--- config.mk ---
export PLATFORM = sky130hd
export DESIGN_NAME = lsu
export DESIGN_NICKNAME = d
export VERILOG_FILES = /design/src/rtl/lsu_pkg.sv /design/src/rtl/lsu_lane.sv /design/src/rtl/lsu.sv
export SDC_FILE = /design/constraint.sdc
export NUM_CORES = 1
export LEC_CHECK = 0
export CAP_MARGIN = 20
export CORE_MARGIN = 2
export CORE_UTILIZATION = 37
export DETAILED_ROUTE_END_ITERATION = 8
export HOLD_SLACK_MARGIN = 0.03
export PLACE_DENSITY = 0.75
export SLEW_MARGIN = 20
export SYNTH_ARGS = -nofsm -noshare
export SYNTH_HDL_FRONTEND = slang
export SYNTH_SLANG_ARGS = --single-unit
--- constraint.sdc ---
create_clock -name clk -period 2.8 [get_ports clk]
set_input_delay 0.56 -clock clk [delete_from_list [all_inputs] [get_ports clk]]
set_output_delay 0.56 -clock clk [all_outputs]
set_load 0.02 [all_outputs]
--- src/rtl/lsu_pkg.sv ---
// Shared encodings and helpers for the load/store unit.
package lsu_pkg;

    // Access size encodings on req_size; 2'd3 is illegal and always faults.
    localparam logic [1:0] SZ_BYTE = 2'd0;
    localparam logic [1:0] SZ_HALF = 2'd1;
    localparam logic [1:0] SZ_WORD = 2'd2;

    typedef enum logic [2:0] {
        ST_IDLE,
        ST_LOAD,
        ST_RD_MERGE,
        ST_WRITE,
        ST_RESP
    } lsu_state_t;

    // A request faults when its size is illegal or its address is not
    // naturally aligned for that size. Bytes can never be misaligned.
    function automatic logic is_misaligned(input logic [1:0] size,
                                           input logic [1:0] addr_lo);
        logic bad;
        case (size)
            SZ_BYTE: bad = 1'b0;
            SZ_HALF: bad = addr_lo[0];
            SZ_WORD: bad = (addr_lo != 2'b00);
            default: bad = 1'b1;
        endcase
        return bad;
    endfunction

endpackage

--- src/rtl/lsu_lane.sv ---
// Combinational byte-lane logic: extract/extend for loads and
// read-modify-write merge for sub-word stores. Lanes are little-endian.
module lsu_lane
    import lsu_pkg::*;
(
    input  logic [1:0]  addr_lo,
    input  logic [1:0]  size,
    input  logic        is_unsigned,
    input  logic [31:0] word,
    input  logic [31:0] wdata,
    output logic [31:0] load_val,
    output logic [31:0] merged
);

    logic [7:0]  byte_sel;
    logic [15:0] half_sel;

    // Pick the addressed lane out of the memory word and extend it.
    always_comb begin
        byte_sel = word[7:0];
        case (addr_lo)
            2'd0: byte_sel = word[7:0];
            2'd1: byte_sel = word[15:8];
            2'd2: byte_sel = word[23:16];
            2'd3: byte_sel = word[31:24];
            default: byte_sel = word[7:0];
        endcase
        half_sel = addr_lo[1] ? word[31:16] : word[15:0];

        load_val = word;
        case (size)
            SZ_BYTE: load_val = is_unsigned ? {24'd0, byte_sel}
                                            : {{24{byte_sel[7]}}, byte_sel};
            SZ_HALF: load_val = is_unsigned ? {16'd0, half_sel}
                                            : {{16{half_sel[15]}}, half_sel};
            default: load_val = word;
        endcase
    end

    // Overwrite only the addressed lane of the old word with store data.
    always_comb begin
        merged = word;
        case (size)
            SZ_BYTE: begin
                case (addr_lo)
                    2'd0: merged[7:0]   = wdata[7:0];
                    2'd1: merged[15:8]  = wdata[7:0];
                    2'd2: merged[23:16] = wdata[7:0];
                    2'd3: merged[31:24] = wdata[7:0];
                    default: merged = word;
                endcase
            end
            SZ_HALF: begin
                if (addr_lo[1]) merged[31:16] = wdata[15:0];
                else            merged[15:0]  = wdata[15:0];
            end
            SZ_WORD: merged = wdata;
            default: merged = word;
        endcase
    end

endmodule

--- src/rtl/lsu.sv ---
// Multi-cycle load/store unit: initiator for the word-addressed data memory.
// One request at a time; sub-word stores do a read-modify-write.
module lsu
    import lsu_pkg::*;
#(
    parameter int ADDR_W = 32
) (
    input  logic              clk,
    input  logic              rst_n,
    input  logic              req_valid,
    output logic              req_ready,
    input  logic              req_we,
    input  logic [1:0]        req_size,
    input  logic              req_unsigned,
    input  logic [ADDR_W-1:0] req_addr,
    input  logic [31:0]       req_wdata,
    output logic              resp_valid,
    output logic [31:0]       resp_rdata,
    output logic              resp_misaligned,
    output logic              mem_we,
    output logic [ADDR_W-1:0] mem_a,
    output logic [31:0]       mem_wd,
    input  logic [31:0]       mem_rd
);

    lsu_state_t        state_q, state_d;
    logic [1:0]        size_q, size_d;
    logic              uns_q, uns_d;
    logic [ADDR_W-1:0] addr_q, addr_d;
    logic [31:0]       wdata_q, wdata_d;
    logic [31:0]       rdata_q, rdata_d;
    logic              mis_q, mis_d;
    logic [31:0]       merge_q, merge_d;

    logic              req_fault;
    logic [ADDR_W-1:0] word_addr;
    logic [31:0]       load_val;
    logic [31:0]       merged;

    assign word_addr       = {addr_q[ADDR_W-1:2], 2'b00};
    assign resp_rdata      = rdata_q;
    assign resp_misaligned = mis_q;

    lsu_lane u_lane (
        .addr_lo     (addr_q[1:0]),
        .size        (size_q),
        .is_unsigned (uns_q),
        .word        (mem_rd),
        .wdata       (wdata_q),
        .load_val    (load_val),
        .merged      (merged)
    );

    // Next-state, latched request fields and memory/handshake outputs.
    always_comb begin
        state_d    = state_q;
        size_d     = size_q;
        uns_d      = uns_q;
        addr_d     = addr_q;
        wdata_d    = wdata_q;
        rdata_d    = rdata_q;
        mis_d      = mis_q;
        merge_d    = merge_q;
        req_ready  = 1'b0;
        resp_valid = 1'b0;
        mem_we     = 1'b0;
        mem_a      = '0;
        mem_wd     = '0;
        req_fault  = is_misaligned(req_size, req_addr[1:0]);

        case (state_q)
            ST_IDLE: begin
                req_ready = 1'b1;
                if (req_valid) begin
                    size_d  = req_size;
                    uns_d   = req_unsigned;
                    addr_d  = req_addr;
                    wdata_d = req_wdata;
                    // Stores and faults respond with zero data; loads
                    // overwrite this in the LOAD cycle.
                    rdata_d = '0;
                    mis_d   = req_fault;
                    // Word stores skip the read; the buffer is the data.
                    merge_d = req_wdata;
                    if (req_fault)               state_d = ST_RESP;
                    else if (!req_we)            state_d = ST_LOAD;
                    else if (req_size == SZ_WORD) state_d = ST_WRITE;
                    else                         state_d = ST_RD_MERGE;
                end
            end
            ST_LOAD: begin
                mem_a   = word_addr;
                rdata_d = load_val;
                state_d = ST_RESP;
            end
            ST_RD_MERGE: begin
                mem_a   = word_addr;
                merge_d = merged;
                state_d = ST_WRITE;
            end
            ST_WRITE: begin
                mem_a   = word_addr;
                // Gated by reset so a WRITE cycle under reset leaves memory alone.
                mem_we  = rst_n;
                mem_wd  = merge_q;
                state_d = ST_RESP;
            end
            ST_RESP: begin
                resp_valid = 1'b1;
                state_d    = ST_IDLE;
            end
            default: state_d = ST_IDLE;
        endcase
    end

    // State and response registers; reset drops any in-flight request.
    always_ff @(posedge clk) begin
        if (!rst_n) begin
            state_q <= ST_IDLE;
            rdata_q <= '0;
            mis_q   <= 1'b0;
            merge_q <= '0;
        end else begin
            state_q <= state_d;
            rdata_q <= rdata_d;
            mis_q   <= mis_d;
            merge_q <= merge_d;
        end
    end

    // Latched request fields; only meaningful while a request is in flight.
    always_ff @(posedge clk) begin
        size_q  <= size_d;
        uns_q   <= uns_d;
        addr_q  <= addr_d;
        wdata_q <= wdata_d;
    end

endmodule
Word level (Yosys, flattened, before mapping):

Cells that the tools add are included.

* eq/ne operators: 12
* mux-type cells: 27
* reduce and logical (&&, ||, !) cells: 12

Operators with widths (count)
* $mux 32: 6
* $pmux 32 s2: 3
* $pmux 32 s3: 1
* $mux 16: 3
* $mux 8: 4
* $pmux 8 s4: 1
* $pmux 3 s3: 1
* $eq 2x2->1 const B: 4
* $eq 2x1->1 const B: 3
* $eq 3x2->1 const B: 2
* $logic_not 2->1: 3
* $mux 3: 2
* $reduce_and 2->1: 3
* $reduce_bool 2->1: 3
* $mux 1: 4
* $eq 3x1->1 const B: 1
* $eq 3x3->1 const B: 1
* $logic_not 3->1: 1
* $pmux 1 s3: 1
* $reduce_or 3->1: 1
* $mux 2: 1
* $ne 2x2->1 const B: 1
* $reduce_or 2->1: 1

* bits in registers: 135
* input port bits: 103
* output and inout bits: 100
* logic and storage cells: 59

Depth between registers and ports, before layout:

* word-level depth: 6
* mapped depth: 8
* gate-level depth less buffers: 5

Modules after synthesis:

From an unflattened synthesis, not the netlist that was laid out.

* cells, all modules: 681
* area total of the unflattened synthesis: 6964.2 sq um

By module, submodules not included
* lsu: times used 1, cells an instance 460, area an instance 5485.3 sq um, seq. area each 3373.2 sq um
* lsu_lane: times used 1, cells an instance 221, area an instance 1478.9 sq um, seq. area each 0.0 sq um

Worst setup path after synthesis:

Ideal clock, no wire load.

* path kind: input port to flip-flop
* from: in req_valid
* to: reg merge_q[17]
* setup time: 0.125 ns
* arrival time: 1.972 ns
* data required time: 2.675 ns
* path slack: 0.704 ns
* stages: 6
* path buffers: 2
* path through: or4b_1 > buf_4 > clkinv_4 > buf_6 > mux2i_1 > o22ai_1

* word-level cells in the longest chain between the ends: 2

Ends and longest elaborated chain
* start, declared: RTL line lsu.sv:10 `input logic req_valid,`
* $ne 2x2->1 (no source line)
* $reduce_and 2->1 (no source line)
* end signal, assigned: RTL line lsu.sv:127 `merge_q <= merge_d;`
* end, declared: RTL line lsu.sv:33 `logic [31:0] merge_q, merge_d;`

No other way between the ends.
A chain may end at the register's enable or synchronous reset.

Final worst setup path:

* from: reg state_q[1]
* to: out mem_wd[23]

* word-level cells in the longest chain between the ends: 2

Ends and longest elaborated chain
* start, declared: RTL line lsu.sv:26 `lsu_state_t state_q, state_d;`
* start signal, assigned: RTL line lsu.sv:124 `state_q <= state_d;`
* $eq 3x2->1: RTL line lsu.sv:71 `case (state_q)`
* $mux 32: RTL line lsu.sv:71
* end, declared: RTL line lsu.sv:22 `output logic [31:0] mem_wd,`

No other way between the ends.

==> flow_summary.yaml <==
die:
  io_pins: 203
  fp-row-count: 49
  start_util_pct: 37.5
  die-area_um2: 19200
  die_w_um: 138
  core_area_um2: 17800
  die_y_um: 138
sta:
  setup_ws_ps: 130
  finClkSkew_ps: 9.39
  fin_crit_ps: 2670
  setup_viol: 0
  fin_crit_sh_pct: 95.4
  fin_setup_tns_ps: 0
  worstMarginPinSlew_ps: 897
  grt_setup_unrepaired: "false"
  slew_headroom_pct: 39.7
  drv_slew: 0
  fmax_mhz: 374
  finalHoldViolCount: 0
clocking:
  cts_buffer_depth: 2
  cts_buffers: 17
  clk_latency_ps: 410
  root_buffer: "clkbuf_16"
  path_clk_slew_ps: 60
  htreeDepth: 4
  clock_sinks: 135
  cts_tree: "built"
detailed_routing:
  drtPass1Iterations: 5
  num_vias: 5950
  ant_nets: 0
  vias_per_cell: 5.49
  avgRoutedWirePerCell_um: 19.6
  wl_mm: 21.3
  drc: 0
  drt_iter0_drc: 482
logic_synthesis:
  ys.flop_type: "dfxtp_1"
  synth.most_common_cell: "nand2_1"
  yosysTopAreaCellShare_pct: 30.1
  synth_area_leaders: "edfxtp_1 30%, dfxtp_1 20%, and2_1 6.3%"
  yosys-top-cells-count: "85 x nand2_1, 68 x dfxtp_1, 67 x and2_1, 67 x edfxtp_1, 57 x o21ai_0"
  synth_edf_count: 67
  seq_area_frac_synth_pct: 50.4
  synth-async-reset-ratio_pct: 0
  netlist_area_um2: 6690
  ys_types: 51
  ys_warn_count: 0
  synth_area_per_cell_um2: 10.2
  synth_cells: 654
  yosys.area.top_type: "edfxtp_1"
  ys_ff_latch: 135
setup_path:
  critPathCaptureType: "primary output"
  path_max_fanout: 22
  start_kind: "flip-flop"
  critPathRequiredTime_ps: 2240
  worstPathArrival_ps: 2110
  path_class: "flip-flop to primary output"
  r2r_cells: 4
cells_and_area:
  drive_gt1_share_pct: 9.47
  diodes: 0
  stdcell_count: 1084
  fillCellCount: 1583
  seqCellArea_um2: 3370
  fin_nets: 945
  multi_input_area_um2: 3000
  area_growth_pct: 42.2
placed_design:
  dpl.hpwl_mm: 15.2
  placed_cells: 1052
  post-place-ws_ps: 213
  place.gp.congestion: 0.894
  io_buffers: 200
outcome:
  outcome: "finished clean"
global_routing:
  overflow: 0
  grt_pass1_wl_mm: 32.7
  antenna_found_initial: 0
  grt_max_degree: 33
  grtUsageTotal_pct: 21.7
  grt_pass1_vias: 5697
power:
  total_power_mw: 5.51
  irDropWorstVdd_mv: 0.435
  power_density_nw_per_um2: 579
  cellLeakagePower_nw: 3.48
worst_hold_path:
  holdCritPathClass: "flip-flop to flip-flop"
  min_delay_path_depth: 2
run:
  drv_cap: 0
## per-stage QoR
step,instance area [um2],hold WS [ps],util (%)
2_1_floorplan,6690,460,-
3_3_place_gp,8900,435,49.9
3_5_place_dp,8900,441,49.9
4_1_cts,9510,455,53.3
5_1_grt,9510,479,53.3
6_report,9510,454,53.3
## path summary, 6_finish.rpt
check	end	slack, ps	from
worst max register to register	merge_q[6]	370	addr_q[0]
worst max-delay path	mem_wd[23]	130	state_q[1]
worst min-delay path	resp_rdata[29]	450	resp_rdata[29]
worst min register to register	resp_rdata[29]	450	resp_rdata[29]
## state kept, by name (all words and copies together) (netlist names)
signal           count
resp_misaligned      1
wdata_q             32
size_q               2
state_q              3
uns_q                1
resp_rdata          32
addr_q              32
merge_q             32
## kinds of logic after synthesis
| kind of cell | count (synthesis) | synth area share [%] |
|---|---|---|
| compound gates | 182 | 19.1 |
| mux | 58 | 9.05 |
| simple gates | 215 | 16.5 |
| buf+inv | 63 | 4.81 |
| other cells | 1 | 0.0561 |
| flops | 135 | 50.4 |
## per-layer routing
| layer | global-route usage, % | vias up | wire length (um) |
|---|---|---|---|
| li1 | - | 2798 | - |
| met1 | 29.3 | 2835 | 9160 |
| met2 | 33.8 | 279 | 9900 |
| met3 | 5.89 | 38 | 1730 |
| met4 | 7.25 | 0 | 481 |
| met5 | 0 | - | 0 |
## worst max-delay path: stages, from the launching register on
cell and delay [ps]:
dfxtp_1 340, inv_1 120, nor3b_2 250, buf_6 220, and2_1 170, clkdlybuf4s50_1 600
## timing repair
action                     CTS  global route
buffers inserted             0             0
hold buffers                 0             0
setup endpoints to repair    0            50
resized for setup            0             2
## where the power goes
part	internal, mW	switching (mW)
logic	0.447	0.497
registers	2.24	0.103
clock network	1.38	0.841
total	4.07	1.44
## cell usage in the layout (no fill, tap or decap), types with 10 or more instances in the layout
| master | Yosys | final |
|---|---|---|
| o22ai_1 | 15 | 15 |
| mux2i_1 | 38 | 38 |
| a21oi_1 | 21 | 21 |
| edfxtp_1 | 67 | 67 |
| a221o_1 | 16 | 16 |
| clkdlybuf4s50_1 | 0 | 200 |
| nand3_1 | 10 | 10 |
| nand2b_1 | 12 | 12 |
| o21ai_0 | 57 | 57 |
| mux2_2 | 20 | 20 |
| buf_4 | 6 | 22 |
| and2_1 | 67 | 67 |
| nand2_1 | 85 | 85 |
| nor2_1 | 12 | 12 |
| dfxtp_1 | 68 | 67 |
| clkbuf_16 | 0 | 21 |
## final cells by class
type,count,area share (%)
Clock buffer,25,5.79
Timing Repair Buffer,225,23.3
Tap cell,229,3.01
Clock inverter,7,0.539
Sequential cell,135,35.5
Multi-Input combinational cell,457,31.6
Inverter,6,0.289
(Power assumes the default switching activity.)
